`config.mk`:
```
export PLATFORM = sky130hd
export DESIGN_NAME = nibble_serial_addsub
export DESIGN_NICKNAME = d
export VERILOG_FILES = /design/src/rtl/nibble_serial_addsub_pkg.sv /design/src/rtl/nibble_serial_addsub_addsub_nibble.sv /design/src/rtl/nibble_serial_addsub.sv
export SDC_FILE = /design/constraint.sdc
export NUM_CORES = 1
export LEC_CHECK = 0
export CORE_MARGIN = 1
export CORE_UTILIZATION = 40
export DETAILED_ROUTE_END_ITERATION = 10
export PLACE_DENSITY = 0.74
export SYNTH_ARGS = -nofsm -noshare
export SYNTH_HDL_FRONTEND = slang
export SYNTH_HIERARCHICAL = 1
export SYNTH_SLANG_ARGS = --single-unit
```
`constraint.sdc`:
```
create_clock -name clk -period 3.2 [get_ports clk]
set_input_delay 0.96 -clock clk [delete_from_list [all_inputs] [get_ports clk]]
set_output_delay 0.96 -clock clk [all_outputs]
set_load 0.1 [all_outputs]
```
`src/rtl/nibble_serial_addsub_pkg.sv`:
```
// Shared constants for the nibble-serial adder/subtractor: FSM encoding, op codes, size helpers.
package nibble_serial_addsub_pkg;

  localparam logic [1:0] ST_IDLE = 2'd0;
  localparam logic [1:0] ST_RUN  = 2'd1;
  localparam logic [1:0] ST_DONE = 2'd2;

  localparam logic OP_ADD = 1'b0;
  localparam logic OP_SUB = 1'b1;

  function automatic int nib_count(input int width);
    return width / 4;
  endfunction

  function automatic int cnt_width(input int width);
    return (width / 4 > 1) ? $clog2(width / 4) : 1;
  endfunction

endpackage

```
`src/rtl/nibble_serial_addsub_addsub_nibble.sv`:
```
// Combinational 4-bit carry-lookahead add slice with optional b inversion.
// c3 is the carry into bit 3, exposed so the top nibble can derive signed overflow.
module addsub_nibble (
  input  logic [3:0] a,
  input  logic [3:0] b,
  input  logic       c0,
  input  logic       inv_b,
  output logic [3:0] s,
  output logic       c4,
  output logic       c3
);

  logic [3:0] bb;
  logic [3:0] g;
  logic [3:0] p;
  logic       c1;
  logic       c2;

  assign bb = b ^ {4{inv_b}};
  assign g  = a & bb;
  assign p  = a ^ bb;

  // Every carry is a flat sum of products of g/p/c0: no ripple through the slice.
  assign c1 = g[0] | (p[0] & c0);
  assign c2 = g[1] | (p[1] & g[0]) | (p[1] & p[0] & c0);
  assign c3 = g[2] | (p[2] & g[1]) | (p[2] & p[1] & g[0]) | (p[2] & p[1] & p[0] & c0);
  assign c4 = g[3] | (p[3] & g[2]) | (p[3] & p[2] & g[1]) | (p[3] & p[2] & p[1] & g[0])
            | (p[3] & p[2] & p[1] & p[0] & c0);

  assign s = p ^ {c3, c2, c1, c0};

endmodule

```
`src/rtl/nibble_serial_addsub.sv`:
```
// Sequential WIDTH-bit add/sub, one nibble per clock: result valid N=WIDTH/4 cycles after accept.
// Operands taken only in IDLE; DONE holds result and flags until out_ready.
module nibble_serial_addsub
  import nibble_serial_addsub_pkg::*;
#(
  parameter int WIDTH = 32
) (
  input  logic             clk,
  input  logic             reset_n,
  input  logic             in_valid,
  output logic             in_ready,
  input  logic             op,
  input  logic [WIDTH-1:0] a,
  input  logic [WIDTH-1:0] b,
  input  logic             cin,
  output logic             out_valid,
  input  logic             out_ready,
  output logic [WIDTH-1:0] result,
  output logic             cout,
  output logic             ovf,
  output logic             zero
);

  localparam int N  = nib_count(WIDTH);
  localparam int CW = cnt_width(WIDTH);
  localparam logic [CW-1:0] LAST = CW'(N - 1);

  logic [1:0]       state_q, state_d;
  logic [CW-1:0]    count_q, count_d;
  logic             carry_q, carry_d;
  logic             op_q, op_d;
  logic [WIDTH-1:0] a_q, a_d;
  logic [WIDTH-1:0] b_q, b_d;
  logic [WIDTH-1:0] result_q, result_d;
  logic             cout_q, cout_d;
  logic             ovf_q, ovf_d;
  logic             zero_q, zero_d;

  logic [3:0] nib_s;
  logic       nib_c4;
  logic       nib_c3;

  // Operands shift right each RUN edge so the slice always sees bits [3:0].
  addsub_nibble u_slice (
    .a     (a_q[3:0]),
    .b     (b_q[3:0]),
    .c0    (carry_q),
    .inv_b (op_q),
    .s     (nib_s),
    .c4    (nib_c4),
    .c3    (nib_c3)
  );

  always_comb begin
    state_d  = state_q;
    count_d  = count_q;
    carry_d  = carry_q;
    op_d     = op_q;
    a_d      = a_q;
    b_d      = b_q;
    result_d = result_q;
    cout_d   = cout_q;
    ovf_d    = ovf_q;
    zero_d   = zero_q;
    case (state_q)
      ST_IDLE: begin
        if (in_valid) begin
          a_d     = a;
          b_d     = b;
          op_d    = op;
          // Subtract computes a + ~b + ~cin, i.e. a - b - cin.
          carry_d = (op == OP_SUB) ? ~cin : cin;
          count_d = '0;
          state_d = ST_RUN;
        end
      end
      ST_RUN: begin
        a_d = a_q >> 4;
        b_d = b_q >> 4;
        result_d[{count_q, 2'b00} +: 4] = nib_s;
        carry_d = nib_c4;
        count_d = count_q + CW'(1);
        if (count_q == LAST) begin
          cout_d  = (op_q == OP_SUB) ? ~nib_c4 : nib_c4;
          ovf_d   = nib_c3 ^ nib_c4;
          zero_d  = (result_d == '0);
          count_d = '0;
          state_d = ST_DONE;
        end
      end
      ST_DONE: begin
        if (out_ready) state_d = ST_IDLE;
      end
      default: state_d = ST_IDLE;
    endcase
  end

  always_ff @(posedge clk or negedge reset_n) begin
    if (!reset_n) begin
      state_q  <= ST_IDLE;
      count_q  <= '0;
      carry_q  <= 1'b0;
      op_q     <= OP_ADD;
      a_q      <= '0;
      b_q      <= '0;
      result_q <= '0;
      cout_q   <= 1'b0;
      ovf_q    <= 1'b0;
      zero_q   <= 1'b0;
    end else begin
      state_q  <= state_d;
      count_q  <= count_d;
      carry_q  <= carry_d;
      op_q     <= op_d;
      a_q      <= a_d;
      b_q      <= b_d;
      result_q <= result_d;
      cout_q   <= cout_d;
      ovf_q    <= ovf_d;
      zero_q   <= zero_d;
    end
  end

  assign in_ready  = (state_q == ST_IDLE);
  assign out_valid = (state_q == ST_DONE);
  assign result    = result_q;
  assign cout      = cout_q;
  assign ovf       = ovf_q;
  assign zero      = zero_q;

endmodule

```
# After elaboration in Yosys (flattened, before gate mapping)
# Index checks and enable logic that the tools add are counted.
totals:
  ramBits: 0
  mem_count: 0
  inputBits: 70
  romBits: 0
  out_inout_bits: 37
  register_bits: 106
  latchBits: 0
op_classes:
  order_cmp: 0
  mul: 0
  n_eq_ne: 6
  n_reduce_logical: 7
  n_addsub: 2
  div_mod_pow: 0
  shifts: 2
  mux: 16
  bitwise_logic: 33
op_table:
  columns: ["operator", "n"]
  rows:
  - ["32-bit one-hot mux with 2 select lines", 2]
  - ["32-bit 2-to-1 mux", 2]
  - ["32-bit bitwise mux", 1]
  - ["32-bit logical NOT", 1]
  - ["4-bit by 7-bit variable shift with 32-bit output, first input constant", 1]
  - ["4-bit by 7-bit indexed part select with 32-bit output", 1]
  - ["1-bit AND", 16]
  - ["4-bit bitwise XOR", 3]
  - ["1-bit bitwise OR", 10]
  - ["5-bit negation with 7-bit output", 1]
  - ["2-bit 2-to-1 mux", 3]
  - ["3-bit 2-to-1 mux", 2]
  - ["2-bit one-hot mux with 3 select lines", 1]
  - ["3-bit one-hot mux with 2 select lines", 1]
  - ["2-bit AND reduction", 3]
  - ["4-bit AND", 1]
  - ["2-bit != test, second input constant", 2]
  - ["3-bit by 1-bit adder with 3-bit output, second input constant", 1]
  - ["3-bit equality test, second input constant", 1]
  - ["1-bit 2-to-1 mux", 3]
  - ["3-bit AND reduction", 1]
  - ["2-bit by 1-bit equality test with 1-bit output, second input constant", 1]
  - ["2-bit equality test, second input constant", 1]
  - ["2-bit logical NOT", 1]
  - ["other kinds (5)", 6]

# Longest topological paths before layout
logic_depth:
  depth_word: 10
  depth_mapped: 10
  mapped_depth_nobuf: 10

# Cells and area by module
# The synthesis kept the hierarchy.
modules_own_cells:
  columns: ["module", "instances", "area_per_inst_um2", "cells_each", "seq_area_each_um2"]
  rows:
  - ["nibble_serial_addsub", 1, 4919.7, 541, 2652.5]
  - ["addsub_nibble", 1, 175.2, 18, 0.0]

# Worst setup path after synthesis
# No wires, ideal clock.
synth_path:
  path_kind: "flip-flop to flip-flop"
  start: "register state_q[0]"
  end: "register b_q[10]"
  path_stages_with_launch: 8
  required_ns: 3.118
  path_slack_ns: 0.218
  n_path_buf: 3
  arrival_time_ns: 2.900
  synth_period_minus_slack_ns: 2.982
  cell_sequence: "dfrtp_1 -> nor2_1 -> and2_1 -> clkbuf_1 -> clkbuf_1 -> buf_1 -> nand2_1 -> a31oi_1"
synth_between:
  elab_chain_cells: 3
  elab_cells_between_ends: 6
  cone_classes: "2 x eq/ne; 1 x mux; 3 x reduce/logical"
synth_lines:
  columns: ["element", "line_no", "rtl"]
  rows:
  - ["start, declared", "nibble_serial_addsub.sv:28", "logic [1:0] state_q, state_d;"]
  - ["start signal, assigned", "nibble_serial_addsub.sv:111", "state_q <= state_d;"]
  - ["2-bit logical NOT (*)", null, null]
  - ["net in_ready", "nibble_serial_addsub.sv:11", "output logic in_ready,"]
  - ["2-bit != test (no source line) / 2-bit nonzero test (equally long branches)", null, null]
  - ["2-bit AND reduction (no source line)", null, null]
  - ["end signal, assigned", "nibble_serial_addsub.sv:105", "b_q <= '0;"]
  - ["end signal, assigned", "nibble_serial_addsub.sv:116", "b_q <= b_d;"]
  - ["end, declared", "nibble_serial_addsub.sv:33", "logic [WIDTH-1:0] b_q, b_d;"]
# Mark *: on every way through the listed nets, which the timed path passes. The rest lies on a longest branch.
# A chain may end at the register's enable or synchronous reset.

# Worst setup path after layout
layout_path:
  start: "register op_q"
  end: "register zero_q, in the netlist zero"
layout_between:
  elab_chain_cells: 10
  elab_cells_between_ends: 22
  cone_classes: "1 x shift; 1 x mux; 19 x bitwise; 1 x reduce/logical"
layout_lines:
  columns: ["element", "line_no", "rtl"]
  rows:
  - ["start, declared", "nibble_serial_addsub.sv:31", "logic op_q, op_d;"]
  - ["start signal, assigned", "nibble_serial_addsub.sv:114", "op_q <= op_d;"]
  - ["4-bit bitwise XOR (*)", "nibble_serial_addsub_addsub_nibble.sv:19", "assign bb = b ^ {4{inv_b}};"]
  - ["4-bit bitwise XOR / 4-bit AND (equally long branches)", "nibble_serial_addsub_addsub_nibble.sv:21, nibble_serial_addsub_addsub_nibble.sv:20", null]
  - ["1-bit AND", "nibble_serial_addsub_addsub_nibble.sv:26", "assign c3 = g[2] | (p[2] & g[1]) | (p[2] & p[1] & g[0]) | (p[2] & p[1] & p[0] & c0);"]
  - ["1-bit bitwise OR / 1-bit AND (equally long branches) (2 in a row)", "nibble_serial_addsub_addsub_nibble.sv:26", null]
  - ["1-bit bitwise OR (*)", "nibble_serial_addsub_addsub_nibble.sv:26", null]
  - ["net nib_c3", "nibble_serial_addsub.sv:41", "logic nib_c3;"]
  - ["4-bit bitwise XOR (*)", "nibble_serial_addsub_addsub_nibble.sv:30", "assign s = p ^ {c3, c2, c1, c0};"]
  - ["net nib_s[3]", "nibble_serial_addsub.sv:39", "logic [3:0] nib_s;"]
  - ["4-bit by 7-bit indexed part select with 32-bit output (*)", "nibble_serial_addsub.sv:80", "result_d[{count_q, 2'b00} +: 4] = nib_s;"]
  - ["32-bit bitwise mux (*)", "nibble_serial_addsub.sv:80", null]
  - ["32-bit logical NOT (*)", "nibble_serial_addsub.sv:86", "zero_d = (result_d == '0);"]
  - ["end signal, assigned", "nibble_serial_addsub.sv:120", "zero_q <= zero_d;"]
  - ["end, declared", "nibble_serial_addsub.sv:37", "logic zero_q, zero_d;"]
# Marked as above.

==> results.cfg <==
[run_status]
status = completed

[setup_path]
reg2regPathDepth = 10
r2r-end = zero
reg2reg_setup_slack_ns = 0.19
cp-start-kind = flip-flop
cp-startpoint = op_q
worst_setup_path_end_kind = flip-flop
cp.arrival_ns = 3.26
worstPathRequired_ns = 3.45
worstPathMaxFanout = 6
path_class = flip-flop to flip-flop
reg2reg_from = op_q
crit_end = zero

[yosys]
syn_area_per_cell_um2 = 9.11
ys_seq_elements = 106
synth-main-ff-cell = dfrtp_1
syn_nets = 642
postSynthCellCount = 559
synth.distinct_cells = 42
ys_seq_area_share_pct = 52.1
synth_area_um2 = 5090
synth_edf_count = 0
async_flop_share_pct = 100
ys_warn_count = 6

[detailed_routing]
drcViolationCount = 0
routed_wl_um = 12100
first_iter_violations = 212
first_pass_iters = 4
via_count = 4308
routedWlPerCell_um = 14.7
ant_nets = 0
via_per_inst = 5.23

[timing]
skew_ns = 0.00980
finalCriticalPeriod_ns = 3.01
finalSetupViolCount = 0
tightest_slew_ns = 0.708
timing.final.crit_share_pct = 94.0
hold_viol_final = 0
finalSetupTns_ns = 0
drv_slew = 0
fmax_mhz = 333
rsz0062_at_grt = false
slew_headroom_pct = 52.8

[flow_run]
maxCapViolCount = 0

[clock_tree]
clk_latency_ns = 0.35
cts_made_buffers = 9
root_buffer = clkbuf_16
post_cts.repair.setup_buffers = 0
clockBufferDepth = 2
cts_hold_buf = 0
cts_sinks = 106
path_clk_slew_ns = 0.07
cts_tree = built
htree_levels = 3

[die]
rows = 40
die_x_um = 115
die_y_um = 115
start_util_pct = 41.7
dieArea_um2 = 13200
core_um2 = 12200
num_io_pins = 107

[placed_design]
port_buffers = 106
dp_hpwl_um = 8570
place_congestion = 0.837

[global_route]
track_usage_pct = 19.4
grt_overflow = 0
grt_max_degree = 71
grt_pass1_vias = 4189
antenna_found_initial = 0
grt_pass1_wl_um = 20200

[layout]
fin_nets = 734
diodes = 0
drive_above_1_share_pct = 14.2
area_growth_pct = 29.3

[worst_hold_path]
hold_path_class = flip-flop to flip-flop
-- sequential cells by signal (all words and copies together), names as in the netlist --
name,count
a_q,32
b_q,32
carry_q,1
count_q,3
cout,1
op_q,1
ovf,1
result,32
state_q,2
zero,1
-- critical path: stages, from the launching register on --
cell and delay (ns):
dfrtp_1 0.49, xor2_2 0.23, ha_1 0.30, a211oi_2 0.29
o21bai_2 0.14, xor2_1 0.17, nor4_1 0.27, buf_4 0.18
mux2i_1 0.07, or4b_1 0.54, o31ai_2 0.21
-- how the worst min path moves through the flow --
stage           endpoint  cells past startpoint  slack [ns]  startpoint
2_1_floorplan    a_q[28]                      2        0.47     a_q[28]
3_3_place_gp     a_q[30]                      2        0.48     a_q[30]
3_5_place_dp     a_q[31]                      2        0.49     a_q[31]
4_1_cts        result[2]                      1        0.51     reset_n
5_1_grt        result[0]                      1        0.52     reset_n
6_report         a_q[31]                      2        0.51     a_q[31]
-- repair_timing --
item	4_1_cts	5_1_grt
hold endpoints to repair	0	0
resized for setup	0	1
setup endpoints to repair	0	1
-- logic make-up (layout without fill, tap and decap cells) --
family | after synthesis | in the layout | share of synthesized area (%)
AO/OA/AOI/OAI | 91 | 91 | 11.3
XOR/XNOR | 10 | 10 | 1.72
adder cells (fa/ha/maj) | 13 | 13 | 3.34
buffers and inverters | 48 | 145 | 3.83
flip-flops | 106 | 106 | 52.1
multiplexers | 22 | 22 | 4.81
AND/OR/NAND/NOR | 269 | 269 | 22.9
-- per-stage QoR --
step           util (%)  hold WS, ns  setup WS [ns]  cell area, um^2  cells
6_report           53.9        0.505          0.194             6590    824
3_5_place_dp       51.2        0.488          0.199             6250    808
2_1_floorplan         -        0.467          0.218             5090    559
4_1_cts            53.9        0.506          0.165             6580    824
5_1_grt            53.9        0.524         0.0588             6590    824
3_3_place_gp       51.2        0.481          0.342             6250    808
-- synthesized netlist by cell type, drive strengths merged (8+ instances only) --
cell type	n	area share [%]
mux2	20	4.4
buf	8	0.88
and2	9	1.1
clkbuf	28	2.1
a31oi	57	7.0
ha	12	2.9
nand3	21	2.1
inv	12	0.88
dfrtp	106	52
nor2	61	4.5
nand2	148	11
xor2	8	1.4
o21ai	17	1.7
-- layout by cell type, fill, tap and decap left out, drive strengths merged, types with 9 or more instances in the layout --
cell type	Yosys	layout
mux2	20	20
nor2	61	61
ha	12	12
and2	9	9
dfrtp	106	106
inv	12	14
o21ai	17	17
a31oi	57	57
nand3	21	21
clkbuf	28	11
buf	8	49
nand2	148	148
clkdlybuf4s50	0	68
-- routing by layer --
metal  up-vias  share of wire, %  GRT usage (%)
li1       2091                 -              -
met1      2088                46           25.6
met2       120                48           31.7
met3         9               4.8           4.96
met4         0              0.92           5.54
met5         -                 0              0
-- area by class of cell --
| cell class | count | area (um^2) |
|---|---|---|
| Tap cell | 168 | 210 |
| Clock buffer | 11 | 243 |
| Sequential cell | 106 | 2650 |
| Timing Repair Buffer | 117 | 1090 |
| Multi-Input combinational cell | 405 | 2270 |
| Fill cell | 1146 | 5620 |
| Inverter | 12 | 45.0 |
| Clock inverter | 5 | 85.1 |
Power is left out: the tool's default activity adds up to more than one toggle a clock period on the data nets, which glitch-free logic cannot reach.
==> variant 1, RTL diff (same settings) <==
Set the parameter `WIDTH` to 16 (it was 32).
--- a/src/rtl/nibble_serial_addsub.sv
+++ b/src/rtl/nibble_serial_addsub.sv
@@ -3,7 +3,7 @@
 module nibble_serial_addsub
   import nibble_serial_addsub_pkg::*;
 #(
-  parameter int WIDTH = 32
+  parameter int WIDTH = 16
 ) (
   input  logic             clk,
   input  logic             reset_n,
Interface: changed (resized a, b and result); port bits go from 107 to 59. No check against the original RTL was run, so the function may have changed too.
==> variant 1 against the original RTL <==
Global-route usage shrank 0.39 points. Count of clock-buffer cells in the layout decreased by 2. Cell area fell by 44%. Critical path depth unchanged. Sequential cell count fell by 49. Worst setup slack improved by 0.37 ns. Critical endpoint unchanged. Largest cell class unchanged. Utilization decreased by 0.080 points. Final cell count shrank 42%. Synthesized area decreased by 44%. Wire length is 47% lower.
Power is left out: the tool's default activity adds up to more than one toggle a clock period on the data nets, which glitch-free logic cannot reach.
==> variant 1: results <==
metrics = {
    "grt": {
        "antenna_found_initial": 0,
        "grt_pass1_wl_um": 10700,
        "grt_max_degree": 61,
        "grt_pass1_vias": 2314,
        "track_usage_pct": 19.0,
    },
    "cells_and_area": {
        "drive_above_1_share_pct": 14.7,
        "fin_nets": 424,
        "fillers": 641,
        "antenna_cells": 0,
    },
    "setup_path": {
        "regToRegStartpoint": "op_q",
        "arrival_ns": 2.87,
        "cp_top_family": "compound AO/OA/AOI/OAI gates",
        "r2r_cells": 10,
        "path_max_fanout": 6,
        "crit_type": "flip-flop to flip-flop",
        "cpPeakStageDelay_ns": 0.49,
        "cp_slowest_cell": "dfrtp_1",
        "timing.reg2reg.setup_slack_ns": 0.56,
    },
    "synthesis": {
        "syn-num-nets": 365,
        "synth_common_cells": "89 x nand2_1, 57 x dfrtp_1, 35 x nor2_1, 26 x a31oi_1, 17 x o21ai_0",
        "async_flop_share_pct": 100,
        "synthTopCellsByArea": "dfrtp_1 50%, nand2_1 12%, a31oi_1 5.7%",
        "synthDistinctLibCells": 39,
        "seq_area_frac_synth_pct": 49.9,
        "yosys_warnings": 6,
    },
    "route": {
        "drt-total-wl_um": 6370,
        "first_pass_iters": 6,
        "dr_total_vias": 2421,
        "drtIter0Drc": 98,
    },
    "clock_tree": {
        "postCtsSetupBuffers": 0,
        "cts_buffers": 9,
        "h-tree-depth": 3,
        "clock_latency_ns": 0.35,
        "clockRootBuffer": "clkbuf_8",
        "max-clock-path-buffers": 2,
        "cts_resized": 0,
    },
    "min_path": {
        "hold_path.class": "flip-flop to flip-flop",
        "hp-start": "ovf",
        "holdPathStages": 2,
        "min_to": "ovf",
    },
    "timing": {
        "relSlewSlack_pct": 60.6,
        "fin_skew_ns": 0.0103,
    },
    "place": {
        "routabilityCongestion": 0.976,
        "port_buffers": 58,
        "hpwl_um": 4570,
    },
    "status": {
        "status": "finished clean",
    },
}
## variant 1: changes by cell type in the layout (fill, tap and decap cells not counted), moves of 9 or more
cell,unedited run,this run
a22o_1,0,12
dfrtp_1,106,57
a31oi_1,57,26
nor2_1,61,35
buf_4,46,26
clkdlybuf4s50_1,68,36
nand2_1,147,89
mux2_2,20,0
nand3_1,21,2
inv_1,12,3
clkbuf_16,9,0
## variant 1: metrics by stage
step | hold slack (ns) | util, % | cell area [um^2] | worst slack (ns) | cells
floorplan | 0.503 | - | 2860 | 0.463 | 316
global placement | 0.467 | 51.0 | 3480 | 0.749 | 460
detailed placement | 0.481 | 51.0 | 3480 | 0.601 | 460
CTS | 0.496 | 53.9 | 3680 | 0.590 | 476
global route | 0.541 | 53.9 | 3680 | 0.510 | 476
finish | 0.490 | 53.9 | 3680 | 0.560 | 476
## variant 1: cell families (layout without fill, tap and decap cells)
kind of cell,count (synthesis),count (layout),synth area share (%)
xor+xnor,10,10,3.07
simple gates,151,151,22.6
compound gates,67,67,15.7
flops,57,57,49.9
mux,1,1,0.525
buf+inv,19,83,3.07
fa+ha+maj,11,11,5.08
## variant 1: metal layers
metal | vias up | global-route usage, % | part of all wire, % | wire, um
li1 | 1201 | - | - | -
met1 | 1131 | 24.7 | 46 | 2930
met2 | 76 | 29.9 | 47 | 2980
met3 | 13 | 4.67 | 5.1 | 328
met4 | 0 | 9.24 | 2.1 | 133
met5 | - | 0 | 0 | 0
## variant 1: final cells by class
cell class              instances  area, um^2  area share [%]
multi-input cells             240        1350            36.6
flip-flops and latches         57        1430            38.8
repair buffers                 64         581            15.8
clock buffers                   9         124            3.37
well taps                      96         120            3.26
inverters                       3        11.3           0.306
clock inverters                 7        71.3            1.94
## variant 1: worst max path at each step
stage	endpoint	slack, ns	depth (start not counted)
floorplan	count_q[0]	0.46	5
global placement	zero	0.75	10
detailed placement	zero	0.60	10
CTS	zero	0.59	10
global route	zero	0.51	10
finish	zero	0.56	10
## variant 1: worst reg2reg max path: cells and delay by family (launching register included)
kind / cells / cell delay, ns
AOI/OAI and AO/OA: 3 / 0.66
and+or+nand+nor: 3 / 0.52
DFF: 1 / 0.49
xor gates and xnor gates: 2 / 0.41
adders and majority gates: 1 / 0.29
buffers and inverters: 1 / 0.16
==> variant 2, RTL diff (same settings) <==
Made on the original files. Reset style: synchronous (`reset_n`), changed in one clocked block.
--- a/src/rtl/nibble_serial_addsub.sv
+++ b/src/rtl/nibble_serial_addsub.sv
@@ -95,7 +95,7 @@
     endcase
   end
 
-  always_ff @(posedge clk or negedge reset_n) begin
+  always_ff @(posedge clk) begin
     if (!reset_n) begin
       state_q  <= ST_IDLE;
       count_q  <= '0;
Behaviour: differs if reset_n is asserted again (counterexample within 4 cycles, from zero or initial values and one cycle with reset_n low); with reset_n held inactive, the same outputs for 10 cycles.
==> variant 2 against the original RTL <==
Clock skew shrank 0.0015 ns. Synthesized cell count rose by 8.9%. Via count grew 5.6%. Worst setup slack improved by 0.012 ns. Fmax grew 0.40%. Cell area is essentially flat. Sequential cell count unchanged. Wire length rose by 2.9%. Synthesized area grew 2.5%. Critical path type unchanged. Critical endpoint is now zero. Highest routed layer unchanged.
==> variant 2: results <==
metrics = {
    "status": {
        "status": "finished clean",
    },
    "route": {
        "top_layer": "met4",
        "routedWlPerCell_um": 14.5,
        "dr_total_vias": 4549,
        "drtIter0Drc": 218,
        "first_pass_iters": 4,
        "met3_wirelength_um": 615,
        "dr_wl_met2_um": 5810,
        "wl_met1_um": 5860,
    },
    "synthesis": {
        "async_flop_share_pct": 0,
        "synth_area_per_cell_um2": 8.58,
        "synth_common_cells": "138 x nand2_1, 106 x dfxtp_1, 73 x nand3_1, 57 x o211a_1, 45 x clkbuf_1",
        "synthTopCellsByArea": "dfxtp_1 41%, o211a_1 11%, nand2_1 9.9%",
        "synthDistinctLibCells": 50,
        "yosys_warnings": 6,
        "syn-num-nets": 692,
        "seq_area_frac_synth_pct": 40.6,
    },
    "power_and_ir_drop": {
        "p_leak_nw": 3.11,
        "ir_drop_mv": 0.275,
    },
    "place": {
        "place_area_mm2": 0.00630,
        "placed_cells": 846,
        "port_buffers": 106,
        "pre_cts_ws_ns": 0.0997,
        "routabilityCongestion": 0.929,
        "hpwl_um": 8930,
    },
    "grt": {
        "grt_max_degree": 109,
        "antenna_found_initial": 0,
        "grt_pass1_vias": 4273,
        "track_usage_pct": 19.2,
        "grt_pass1_wl_um": 20400,
    },
    "clock_tree": {
        "postCtsSetupBuffers": 0,
        "cts_resized": 0,
        "max-clock-path-buffers": 2,
        "clockRootBuffer": "clkbuf_16",
        "clock_latency_ns": 0.35,
        "cts_buffers": 9,
        "clk_pin_slew_worst_paths_ns": 0.07,
        "h-tree-depth": 3,
    },
    "min_path": {
        "hold_path.class": "flip-flop to flip-flop",
    },
    "cells_and_area": {
        "drive_above_1_share_pct": 11.8,
        "fillers": 1179,
        "layout.cells.non_filler": 861,
        "fin_nets": 768,
        "antenna_cells": 0,
    },
    "timing": {
        "fin_skew_ns": 0.00835,
        "tightest_slew_ns": 1.03,
        "fin_setup_tns_ns": 0,
    },
    "setup_path": {
        "arrival_ns": 3.26,
        "path_max_fanout": 4,
    },
}
==> variant 2: cell type report <==
| cell class | count | area (um^2) | share of cell area (%) |
|---|---|---|---|
| clock buffer | 10 | 239 | 3.63 |
| clock inverter | 5 | 36.3 | 0.551 |
| inverter | 3 | 11.3 | 0.171 |
| multi-input combinational | 449 | 2890 | 44.0 |
| sequential | 106 | 2120 | 32.3 |
| tap | 172 | 215 | 3.27 |
| timing repair buffer | 116 | 1060 | 16.2 |
==> variant 2: through the flow <==
step           hold WS, ns  util, %
6_report             0.482     51.9
2_1_floorplan        0.455        -
3_3_place_gp         0.463     49.7
4_1_cts              0.482     51.9
3_5_place_dp         0.472     49.7
5_1_grt              0.507     51.9
==> variant 2: kinds of logic after synthesis <==
family	Yosys count	synth area share, %
simple gates	297	27.5
fa+ha+maj	13	3.26
mux	29	5.61
buf+inv	54	4.34
flops	106	40.6
compound gates	100	17.0
xor+xnor	10	1.68
==> variant 2: worst paths after layout <==
path / startpoint / end / slack, ns / cells after the start
max: op_q / zero / 0.21 / 11
min: b_q[31] / b_q[31] / 0.48 / 2
max reg2reg: op_q / zero / 0.21 / 11
min reg2reg: b_q[31] / b_q[31] / 0.48 / 2
==> variant 2: worst max-delay path, cell delays in order (launching register included) <==
cell      delay (ns)
dfxtp_2         0.35
buf_4           0.15
xor2_1          0.16
ha_1            0.30
o21ai_0         0.12
o21bai_2        0.21
xor2_1          0.12
or4_4           0.56
nand3_1         0.12
mux2i_1         0.09
or4_4           0.52
o31ai_2         0.21
==> variant 2: layer usage <==
layer | GRT usage (%) | vias up
met5 | 0 | -
met4 | 6.75 | 0
met3 | 4.36 | 14
met2 | 31.8 | 123
met1 | 24.6 | 2127
li1 | - | 2285
==> variant 2: power by group <==
group / total (mW) / switching (mW) / internal, mW
logic: 0.618 / 0.343 / 0.275
registers: 1.46 / 0.0562 / 1.41
clock network: 1.04 / 0.487 / 0.550
